===== src/rtl/pipeline_hazard_unit_if.sv =====
// ID-stage request and hazard-control response bundle shared by the hazard unit
// and the pipeline datapath that drives it.
interface pipeline_hazard_unit_if #(
    parameter int REG_W       = 5,
    parameter int FLUSH_DEPTH = 3,
    parameter int CNT_W       = 16
);
    logic                   id_valid;
    logic [REG_W-1:0]       id_rs;
    logic [REG_W-1:0]       id_rt;
    logic                   id_use_rs;
    logic                   id_use_rt;
    logic [REG_W-1:0]       id_dest;
    logic                   id_regwrite;
    logic                   id_memread;
    logic                   redirect;
    logic [1:0]             fwd_a;
    logic [1:0]             fwd_b;
    logic                   stall;
    logic                   bubble;
    logic [FLUSH_DEPTH-1:0] flush_mask;
    logic [CNT_W-1:0]       stall_count;
    logic [CNT_W-1:0]       flush_count;

    modport master (
        output id_valid, id_rs, id_rt, id_use_rs, id_use_rt, id_dest,
               id_regwrite, id_memread, redirect,
        input  fwd_a, fwd_b, stall, bubble, flush_mask, stall_count, flush_count
    );

    modport slave (
        input  id_valid, id_rs, id_rt, id_use_rs, id_use_rt, id_dest,
               id_regwrite, id_memread, redirect,
        output fwd_a, fwd_b, stall, bubble, flush_mask, stall_count, flush_count
    );
endinterface


===== src/rtl/pipeline_hazard_unit.sv =====
// Hazard unit for a 5-stage pipeline: tracks EX/MEM/WB producers and resolves
// operand forwarding, load-use stalls and redirect flushes with zero latency.
module pipeline_hazard_unit #(
    parameter int REG_W       = 5,
    parameter int FLUSH_DEPTH = 3,
    parameter int FWD_WB      = 1,
    parameter int CNT_W       = 16
) (
    input  logic                  clk,
    input  logic                  reset,
    pipeline_hazard_unit_if.slave bus
);
    typedef struct packed {
        logic             valid;
        logic             regwrite;
        logic             memread;
        logic [REG_W-1:0] dest;
    } stage_t;

    localparam stage_t           STAGE_CLR = '{valid: 1'b0, regwrite: 1'b0, memread: 1'b0, dest: {REG_W{1'b0}}};
    localparam logic             WB_EN     = (FWD_WB != 32'sd0);
    localparam logic [CNT_W-1:0] CNT_MAX   = {CNT_W{1'b1}};
    localparam logic [CNT_W-1:0] CNT_ONE   = {{(CNT_W-1){1'b0}}, 1'b1};

    // Register $0 is hardwired, so writes to it never create a dependency.
    function automatic logic is_producer(stage_t e);
        return e.valid & e.regwrite & (e.dest != {REG_W{1'b0}});
    endfunction

    function automatic logic [1:0] fwd_select(logic ex_valid, logic use_src, logic [REG_W-1:0] src,
                                              stage_t mem, stage_t wb);
        logic [1:0] sel;
        sel = 2'b00;
        if (ex_valid && use_src && is_producer(mem) && (mem.dest == src)) begin
            sel = 2'b10;
        end else if (WB_EN && ex_valid && use_src && is_producer(wb) && (wb.dest == src)) begin
            sel = 2'b11;
        end else begin
            sel = 2'b00;
        end
        return sel;
    endfunction

    stage_t                 ex_r;
    stage_t                 mem_r;
    stage_t                 wb_r;
    stage_t                 ex_next_s;
    stage_t                 mem_next_s;
    logic [REG_W-1:0]       ex_rs_r;
    logic [REG_W-1:0]       ex_rt_r;
    logic                   ex_use_rs_r;
    logic                   ex_use_rt_r;
    logic                   load_use_s;
    logic                   stall_s;
    logic [1:0]             fwd_a_s;
    logic [1:0]             fwd_b_s;
    logic [FLUSH_DEPTH-1:0] flush_mask_s;
    logic [CNT_W-1:0]       stall_count_r;
    logic [CNT_W-1:0]       flush_count_r;

    // Hazard decode: forwarding selects, load-use detection and redirect priority.
    always_comb begin
        fwd_a_s      = fwd_select(ex_r.valid, ex_use_rs_r, ex_rs_r, mem_r, wb_r);
        fwd_b_s      = fwd_select(ex_r.valid, ex_use_rt_r, ex_rt_r, mem_r, wb_r);
        load_use_s   = 1'b0;
        stall_s      = 1'b0;
        flush_mask_s = {FLUSH_DEPTH{1'b0}};
        if (bus.id_valid && is_producer(ex_r) && ex_r.memread) begin
            load_use_s = (bus.id_use_rs && (ex_r.dest == bus.id_rs)) ||
                         (bus.id_use_rt && (ex_r.dest == bus.id_rt));
        end else begin
            load_use_s = 1'b0;
        end
        // A taken redirect kills the stalled instruction anyway, so it wins.
        if (bus.redirect) begin
            stall_s      = 1'b0;
            flush_mask_s = {FLUSH_DEPTH{1'b1}};
        end else begin
            stall_s      = load_use_s;
            flush_mask_s = {FLUSH_DEPTH{1'b0}};
        end
    end

    // Scoreboard next state: bubbles on stall, squashes EX and MEM on redirect.
    always_comb begin
        ex_next_s          = STAGE_CLR;
        ex_next_s.valid    = bus.id_valid & ~stall_s & ~bus.redirect;
        ex_next_s.regwrite = bus.id_regwrite;
        ex_next_s.memread  = bus.id_memread;
        ex_next_s.dest     = bus.id_dest;
        mem_next_s         = ex_r;
        mem_next_s.valid   = ex_r.valid & ~bus.redirect;
    end

    // Scoreboard shift register.
    always_ff @(posedge clk or negedge reset) begin
        if (!reset) begin
            ex_r        <= STAGE_CLR;
            mem_r       <= STAGE_CLR;
            wb_r        <= STAGE_CLR;
            ex_rs_r     <= {REG_W{1'b0}};
            ex_rt_r     <= {REG_W{1'b0}};
            ex_use_rs_r <= 1'b0;
            ex_use_rt_r <= 1'b0;
        end else begin
            ex_r        <= ex_next_s;
            mem_r       <= mem_next_s;
            wb_r        <= mem_r;
            ex_rs_r     <= bus.id_rs;
            ex_rt_r     <= bus.id_rt;
            ex_use_rs_r <= bus.id_use_rs & bus.id_valid;
            ex_use_rt_r <= bus.id_use_rt & bus.id_valid;
        end
    end

    // Saturating stall and flush event counters.
    always_ff @(posedge clk or negedge reset) begin
        if (!reset) begin
            stall_count_r <= {CNT_W{1'b0}};
            flush_count_r <= {CNT_W{1'b0}};
        end else begin
            if (stall_s && (stall_count_r != CNT_MAX)) begin
                stall_count_r <= stall_count_r + CNT_ONE;
            end
            if (bus.redirect && (flush_count_r != CNT_MAX)) begin
                flush_count_r <= flush_count_r + CNT_ONE;
            end
        end
    end

    assign bus.fwd_a       = fwd_a_s;
    assign bus.fwd_b       = fwd_b_s;
    assign bus.stall       = stall_s;
    assign bus.bubble      = stall_s;
    assign bus.flush_mask  = flush_mask_s;
    assign bus.stall_count = stall_count_r;
    assign bus.flush_count = flush_count_r;
endmodule


===== src/flat_wrapper.sv =====
// flat-port wrapper written by rule: the top's interface ports become plain ports
module pipeline_hazard_unit_flat 
#(
    parameter int REG_W       = 5,
    parameter int FLUSH_DEPTH = 3,
    parameter int FWD_WB      = 1,
    parameter int CNT_W       = 16
)
  (clk, reset, bus_id_valid, bus_id_rs, bus_id_rt, bus_id_use_rs, bus_id_use_rt, bus_id_dest, bus_id_regwrite, bus_id_memread, bus_redirect, bus_fwd_a, bus_fwd_b, bus_stall, bus_bubble, bus_flush_mask, bus_stall_count, bus_flush_count);
  pipeline_hazard_unit_if #(.REG_W(REG_W), .FLUSH_DEPTH(FLUSH_DEPTH), .CNT_W(CNT_W)) bus_i ();
  input  logic clk;
  input  logic reset;
  input wire logic [$bits(bus_i.id_valid)-1:0] bus_id_valid;
  input wire logic [$bits(bus_i.id_rs)-1:0] bus_id_rs;
  input wire logic [$bits(bus_i.id_rt)-1:0] bus_id_rt;
  input wire logic [$bits(bus_i.id_use_rs)-1:0] bus_id_use_rs;
  input wire logic [$bits(bus_i.id_use_rt)-1:0] bus_id_use_rt;
  input wire logic [$bits(bus_i.id_dest)-1:0] bus_id_dest;
  input wire logic [$bits(bus_i.id_regwrite)-1:0] bus_id_regwrite;
  input wire logic [$bits(bus_i.id_memread)-1:0] bus_id_memread;
  input wire logic [$bits(bus_i.redirect)-1:0] bus_redirect;
  output wire logic [$bits(bus_i.fwd_a)-1:0] bus_fwd_a;
  output wire logic [$bits(bus_i.fwd_b)-1:0] bus_fwd_b;
  output wire logic [$bits(bus_i.stall)-1:0] bus_stall;
  output wire logic [$bits(bus_i.bubble)-1:0] bus_bubble;
  output wire logic [$bits(bus_i.flush_mask)-1:0] bus_flush_mask;
  output wire logic [$bits(bus_i.stall_count)-1:0] bus_stall_count;
  output wire logic [$bits(bus_i.flush_count)-1:0] bus_flush_count;
  assign bus_i.id_valid = bus_id_valid;
  assign bus_i.id_rs = bus_id_rs;
  assign bus_i.id_rt = bus_id_rt;
  assign bus_i.id_use_rs = bus_id_use_rs;
  assign bus_i.id_use_rt = bus_id_use_rt;
  assign bus_i.id_dest = bus_id_dest;
  assign bus_i.id_regwrite = bus_id_regwrite;
  assign bus_i.id_memread = bus_id_memread;
  assign bus_i.redirect = bus_redirect;
  assign bus_fwd_a = bus_i.fwd_a;
  assign bus_fwd_b = bus_i.fwd_b;
  assign bus_stall = bus_i.stall;
  assign bus_bubble = bus_i.bubble;
  assign bus_flush_mask = bus_i.flush_mask;
  assign bus_stall_count = bus_i.stall_count;
  assign bus_flush_count = bus_i.flush_count;
  pipeline_hazard_unit #(.REG_W(REG_W), .FLUSH_DEPTH(FLUSH_DEPTH), .FWD_WB(FWD_WB), .CNT_W(CNT_W)) u_core (.clk(clk), .reset(reset), .bus(bus_i));
endmodule

===== config.mk =====
export PLATFORM = sky130hd
export DESIGN_NAME = pipeline_hazard_unit_flat
export DESIGN_NICKNAME = d
export VERILOG_FILES = /design/src/rtl/pipeline_hazard_unit_if.sv /design/src/rtl/pipeline_hazard_unit.sv /design/src/flat_wrapper.sv
export SDC_FILE = /design/constraint.sdc
export NUM_CORES = 1
export LEC_CHECK = 0
export ABC_AREA = 1
export ABC_CLOCK_PERIOD_IN_PS = 2000
export CAP_MARGIN = 30
export CORE_MARGIN = 3
export CORE_UTILIZATION = 27
export CTS_CLUSTER_SIZE = 30
export DETAILED_ROUTE_END_ITERATION = 12
export HOLD_SLACK_MARGIN = 0.08
export SYNTH_ARGS = -nofsm -noshare
export SYNTH_HDL_FRONTEND = slang
export SYNTH_SLANG_ARGS = --single-unit

===== constraint.sdc =====
create_clock -name clk -period 2 [get_ports clk]
set_clock_uncertainty 0.05 [all_clocks]
set_input_delay 0.3 -clock clk [delete_from_list [all_inputs] [get_ports clk]]
set_output_delay 0.3 -clock clk [all_outputs]
set_load 0.05 [all_outputs]

### Word level (Yosys, flattened, before mapping)

Index checks and enable logic that the tools add are counted.

* RAM bits: 0
* bits of input ports: 23
* bits in read-only memories: 0
* output and inout bits: 41
* bits in latches: 0
* flip-flop bits (word level): 66
* memories: 0
* logic and storage cells: 66

* reduce and logical (&&, ||, !) cells: 20
* mux-type cells: 7
* add/subtract/negate cells: 2
* shifts and indexed selects: 0
* equal/unequal tests: 8
* div/mod/pow operators: 0
* order comparisons: 0
* bitwise operators: 13
* $mul: 0

Operator list (number)
* 16-bit by 1-bit adder with 16-bit output, second input constant: 2
* 16-bit != test, second input constant: 2
* 5-bit equality test: 6
* 1-bit logical AND: 16
* 5-bit nonzero test: 3
* 1-bit AND: 11
* 2-bit 2-to-1 mux: 4
* 3-bit 2-to-1 mux: 1
* 1-bit 2-to-1 mux: 2
* 1-bit NOT: 2
* 1-bit logical OR: 1

### Longest topological paths before layout

* word-level depth: 9
* gate-level depth with buffers: 10
* mapped depth without buffers: 9

### Least setup slack after synthesis

OpenSTA, ideal clock, no wires.

* path kind: register -> output
* from: reg u_core.ex_r[2] (netlist name)
* to: out bus_stall
* arrival: 1.926 ns
* buffers on the path: 1
* required time: 1.650 ns
* slack: -0.276 ns
* cell stages (with the launch flop): 8
* cells stage by stage: dfrtp_1 -> inv_1 -> nand2_1 -> nand2_1 -> nor2_1 -> nand3_1 -> a21oi_1 -> buf_4

* word-level cells in the longest chain between the ends: 6
* elaborated cells on any way between the ends: 11
* classes of those cells: eq/ne (2); mux (2); bitwise (1); reduce/logical (6)

Ends and longest elaborated chain
* from (decl): RTL line pipeline_hazard_unit.sv:44 `stage_t ex_r;`
* from (signal assigned): RTL line pipeline_hazard_unit.sv:106 `ex_r <= ex_next_s;`
* 5-bit nonzero test: RTL line pipeline_hazard_unit.sv:27 `return e.valid & e.regwrite & (e.dest != {REG_W{1'b0}});`
* 1-bit AND: RTL line pipeline_hazard_unit.sv:27
* 1-bit logical AND (2 in series): RTL line pipeline_hazard_unit.sv:68 `if (bus.id_valid && is_producer(ex_r) && ex_r.memread) begin`
* 1-bit 2-to-1 mux (*): RTL line pipeline_hazard_unit.sv:68
* 1-bit 2-to-1 mux (*): RTL line pipeline_hazard_unit.sv:75 `if (bus.redirect) begin`
* to (decl): RTL line flat_wrapper.sv:24 `output wire logic [$bits(bus_i.stall)-1:0] bus_stall;`

Mark *: on every way between the ends. The rest lies on a longest branch, timed or not.

### Worst setup path in the final report

* from: reg u_core.mem_r[2] (netlist name)
* to: out bus_fwd_a[0]

* word-level cells in the longest chain between the ends: 5
* elaborated cells on any way between the ends: 6
* classes of those cells: eq/ne (1); mux (1); bitwise (1); reduce/logical (3)

Ends and longest elaborated chain
* from (decl): RTL line pipeline_hazard_unit.sv:45 `stage_t mem_r;`
* from (signal assigned): RTL line pipeline_hazard_unit.sv:107 `mem_r <= mem_next_s;`
* 5-bit nonzero test: RTL line pipeline_hazard_unit.sv:27
* 1-bit AND: RTL line pipeline_hazard_unit.sv:27
* 1-bit logical AND: RTL line pipeline_hazard_unit.sv:34 `if (ex_valid && use_src && is_producer(mem) && (mem.dest == src)) begin`
* 1-bit logical AND (*): RTL line pipeline_hazard_unit.sv:34
* 2-bit 2-to-1 mux (*): RTL line pipeline_hazard_unit.sv:34
* to (decl): RTL line flat_wrapper.sv:22 `output wire logic [$bits(bus_i.fwd_a)-1:0] bus_fwd_a;`

Marks and branches as above.

==> flow_summary_export.csv <==
group,metric,value,unit
power,vdd_drop_max,0.4161,mV
sta,min_period,2.117,ns
sta,finalHoldViolations,0,
detailed_routing,first_iter_violations,200,
sta,rsz0062_at_grt,"yes",
finish,synthToLayoutAreaGrowth,44.72,%
clocking,path_clk_slew,0.06,ns
worst_setup_path,crit_type,"flip-flop to output port",
floorplan,dieArea,14310,µm²
clocking,htreeDepth,3,
worst_setup_path,crit_chain,"buf_4, xor2_1, a21oi_2, nand3_2, nor2_2, nor2_4, buf_12",
synth,synthesis.nets,467,
finish,drive_above_1_share,0.2099,
sta,setup_viol,3,
synth,postSynthAreaPerCell,7.887,µm²
min_path,hp-class,"input port to flip-flop",
flow_run,cap_violations,0,
detailed_routing,antenna_left,0,
synth,synth_area_leaders,"dfrtp_1, nand2_1, inv_1, nor2_1, xnor2_1",
power,p_total,3.796,mW
global_routing,grt_pass1_wl,15.91,mm
sta,tightest_slew,0.5136,ns
floorplan,rows,40,
power,p_leak,2.597,nW
worst_setup_path,arrival,1.77,ns
clocking,cts-root-buf,"clkbuf_16",
global_routing,first_global_vias,3146,
detailed_routing,viasPerCell,4.484,
synth,yosysWarnings,0,
sta,drv_slew,0,
sta,maxClockFrequency,0.4723,GHz
synth,synth-seq-cells,66,
detailed_routing,wl_per_cell,13.52,µm
detailed_routing,via_count,3188,
worst_setup_path,crit_family,"flip-flops",
clocking,cts_tree,"built",
synth,synth_area_leader_cell,"dfrtp_1",
worst_setup_path,slowest_delay,0.45,ns
synth,ys_seq_area_frac,0.4738,
place,dpl_worst_slack,-0.1493,ns
outcome,violations,"negative setup slack",
outcome,status,"finished with violations",
place,place.detailed.hpwl,6.873,mm
power,powerDensity,752.4,nW/µm²
synth,syn_inst,442,
global_routing,grt_use_total,0.1403,
worst_setup_path,required,1.65,ns
global_routing,antenna_found_initial,0,
detailed_routing,drc_errors,0,
finish,final_common_cell,"nand2_1",
floorplan,io_pins,64,
finish,layout.nets,563,
place,gp_congestion,0.9269,
sta,relSlewSlack,0.6570,
worst_setup_path,worst_setup_path_end_kind,"output port",
detailed_routing,dr.pass1.iters,4,
synth,syn_area,3486,µm²
clocking,cts_sinks,66,
floorplan,start_util,0.2831,
clocking,cts_made_buffers,9,
global_routing,grt_max_degree,37,
place,io_buffers,63,
floorplan,coreArea,12310,µm²
detailed_routing,routed_wl,9.616,mm
global_routing,grt-ovfl-total,0,
worst_setup_path,crit_buf_inv,2,
clocking,clock_latency,0.34,ns
worst_setup_path,critPathSlowestCell,"dfrtp_2",
worst_setup_path,start_kind,"flip-flop",
finish,final_cell_mix,"nand2_1, dfrtp_1, nor2_1, inv_1, buf_4",
sta,setup_ws,-0.1172,ns
finish,diodes,0,
sta,period_share,1.059,
synth,yosys.area.top_type_share,0.4738,
synth,synth.distinct_cells,29,
worst_setup_path,cp_max_fo,4,
floorplan,fp.dieW,119.6,µm
clocking,cts_buffer_depth,2,
floorplan,dieHeight,119.6,µm
-- power breakdown --
part,leakage (nW),switching (mW),internal (mW)
clock network,0.126,0.635,0.845
registers,0.834,0.127,1.43
logic,1.64,0.468,0.286
total,2.60,1.23,2.57
-- metal layers --
metal  GRT usage  up-vias  wire length (µm)
li1            -     1598                 -
met1      0.1790     1490              4408
met2      0.2157       84              4507
met3     0.05749       16               510
met4     0.04653        0               189
met5           0        -                 0
-- synthesized netlist by cell type --
master / instances
nand4_4: 1
nand2_2: 2
o2111ai_1: 1
o21ai_1: 2
nor2_1: 44
o21ai_0: 8
nand4_1: 24
ha_1: 2
nor2_2: 1
buf_6: 2
buf_2: 4
a21oi_1: 4
o21bai_1: 1
nand3b_1: 2
xor2_1: 14
nand2_1: 151
nor3_2: 2
nand3_4: 1
inv_1: 46
nand3_1: 26
nand3_2: 1
inv_2: 1
nor3_1: 9
buf_4: 4
dfrtp_1: 66
nor2_4: 1
or2_2: 3
xnor2_1: 18
clkinv_1: 1
-- worst paths after layout --
kind                                 startpoint                         end  slack [ns]  cells past startpoint
worst min-delay path               bus_id_rs[2]           u_core.ex_rs_r[2]        0.09                      1
min in group asynchronous                 reset          u_core.ex_use_rt_r        0.38                      2
worst min register to register   u_core.ex_r[6]             u_core.mem_r[6]        0.33                      0
max in group asynchronous                 reset   u_core.bus.flush_count[0]        0.93                      3
worst max-delay path            u_core.mem_r[2]                bus_fwd_a[0]       -0.12                      7
worst max register to register   u_core.ex_r[1]  u_core.bus.stall_count[12]        0.27                     11
-- metrics by stage --
step	area (µm²)	cells	utilization	TNS [ns]	hold WS, ns
floorplan	3491	442	-	0	-0.04559
global placement	4477	681	0.3636	-0.5052	0.2199
detailed placement	4477	681	0.3636	-0.5957	0.2182
CTS	4831	702	0.3924	-0.1485	0.3135
global route	5045	711	0.4098	-0.6691	0.1065
finish	5045	711	0.4098	-0.2483	0.09466
-- cell families after synthesis --
family / share of synthesized area
adders and majority gates: 0.007178
DFF: 0.4738
AOI/OAI and AO/OA: 0.02477
xor gates and xnor gates: 0.08040
buffers and inverters: 0.07250
and+or+nand+nor: 0.3413
-- area by class of cell --
type | count | area [µm²]
flip-flops and latches | 66 | 1662
well taps | 168 | 210.2
fillers | 1255 | 7267
clock inverters | 7 | 55.05
multi-input cells | 318 | 1697
clock buffers | 9 | 225.2
inverters | 48 | 180.2
repair buffers | 95 | 1016
-- timing repair --
action,in CTS,in global routing
setup endpoints to repair,6,20
gates resized for setup,13,47
cloned,0,0
buffers inserted,4,8
hold buffers,1,1
pin swaps,3,15
endpoints found under the hold margin,15,1
-- flip-flops by register name, summed over array words and instances (netlist names) --
signal and flops:
u_core.ex_rs_r 5, u_core.bus.flush_count 16, u_core.wb_r 7, u_core.ex_use_rt_r 1
u_core.ex_use_rs_r 1, u_core.mem_r 7, u_core.bus.stall_count 16, u_core.ex_rt_r 5
u_core.ex_r 8
Note: power is estimated with default switching activity, not from simulation.
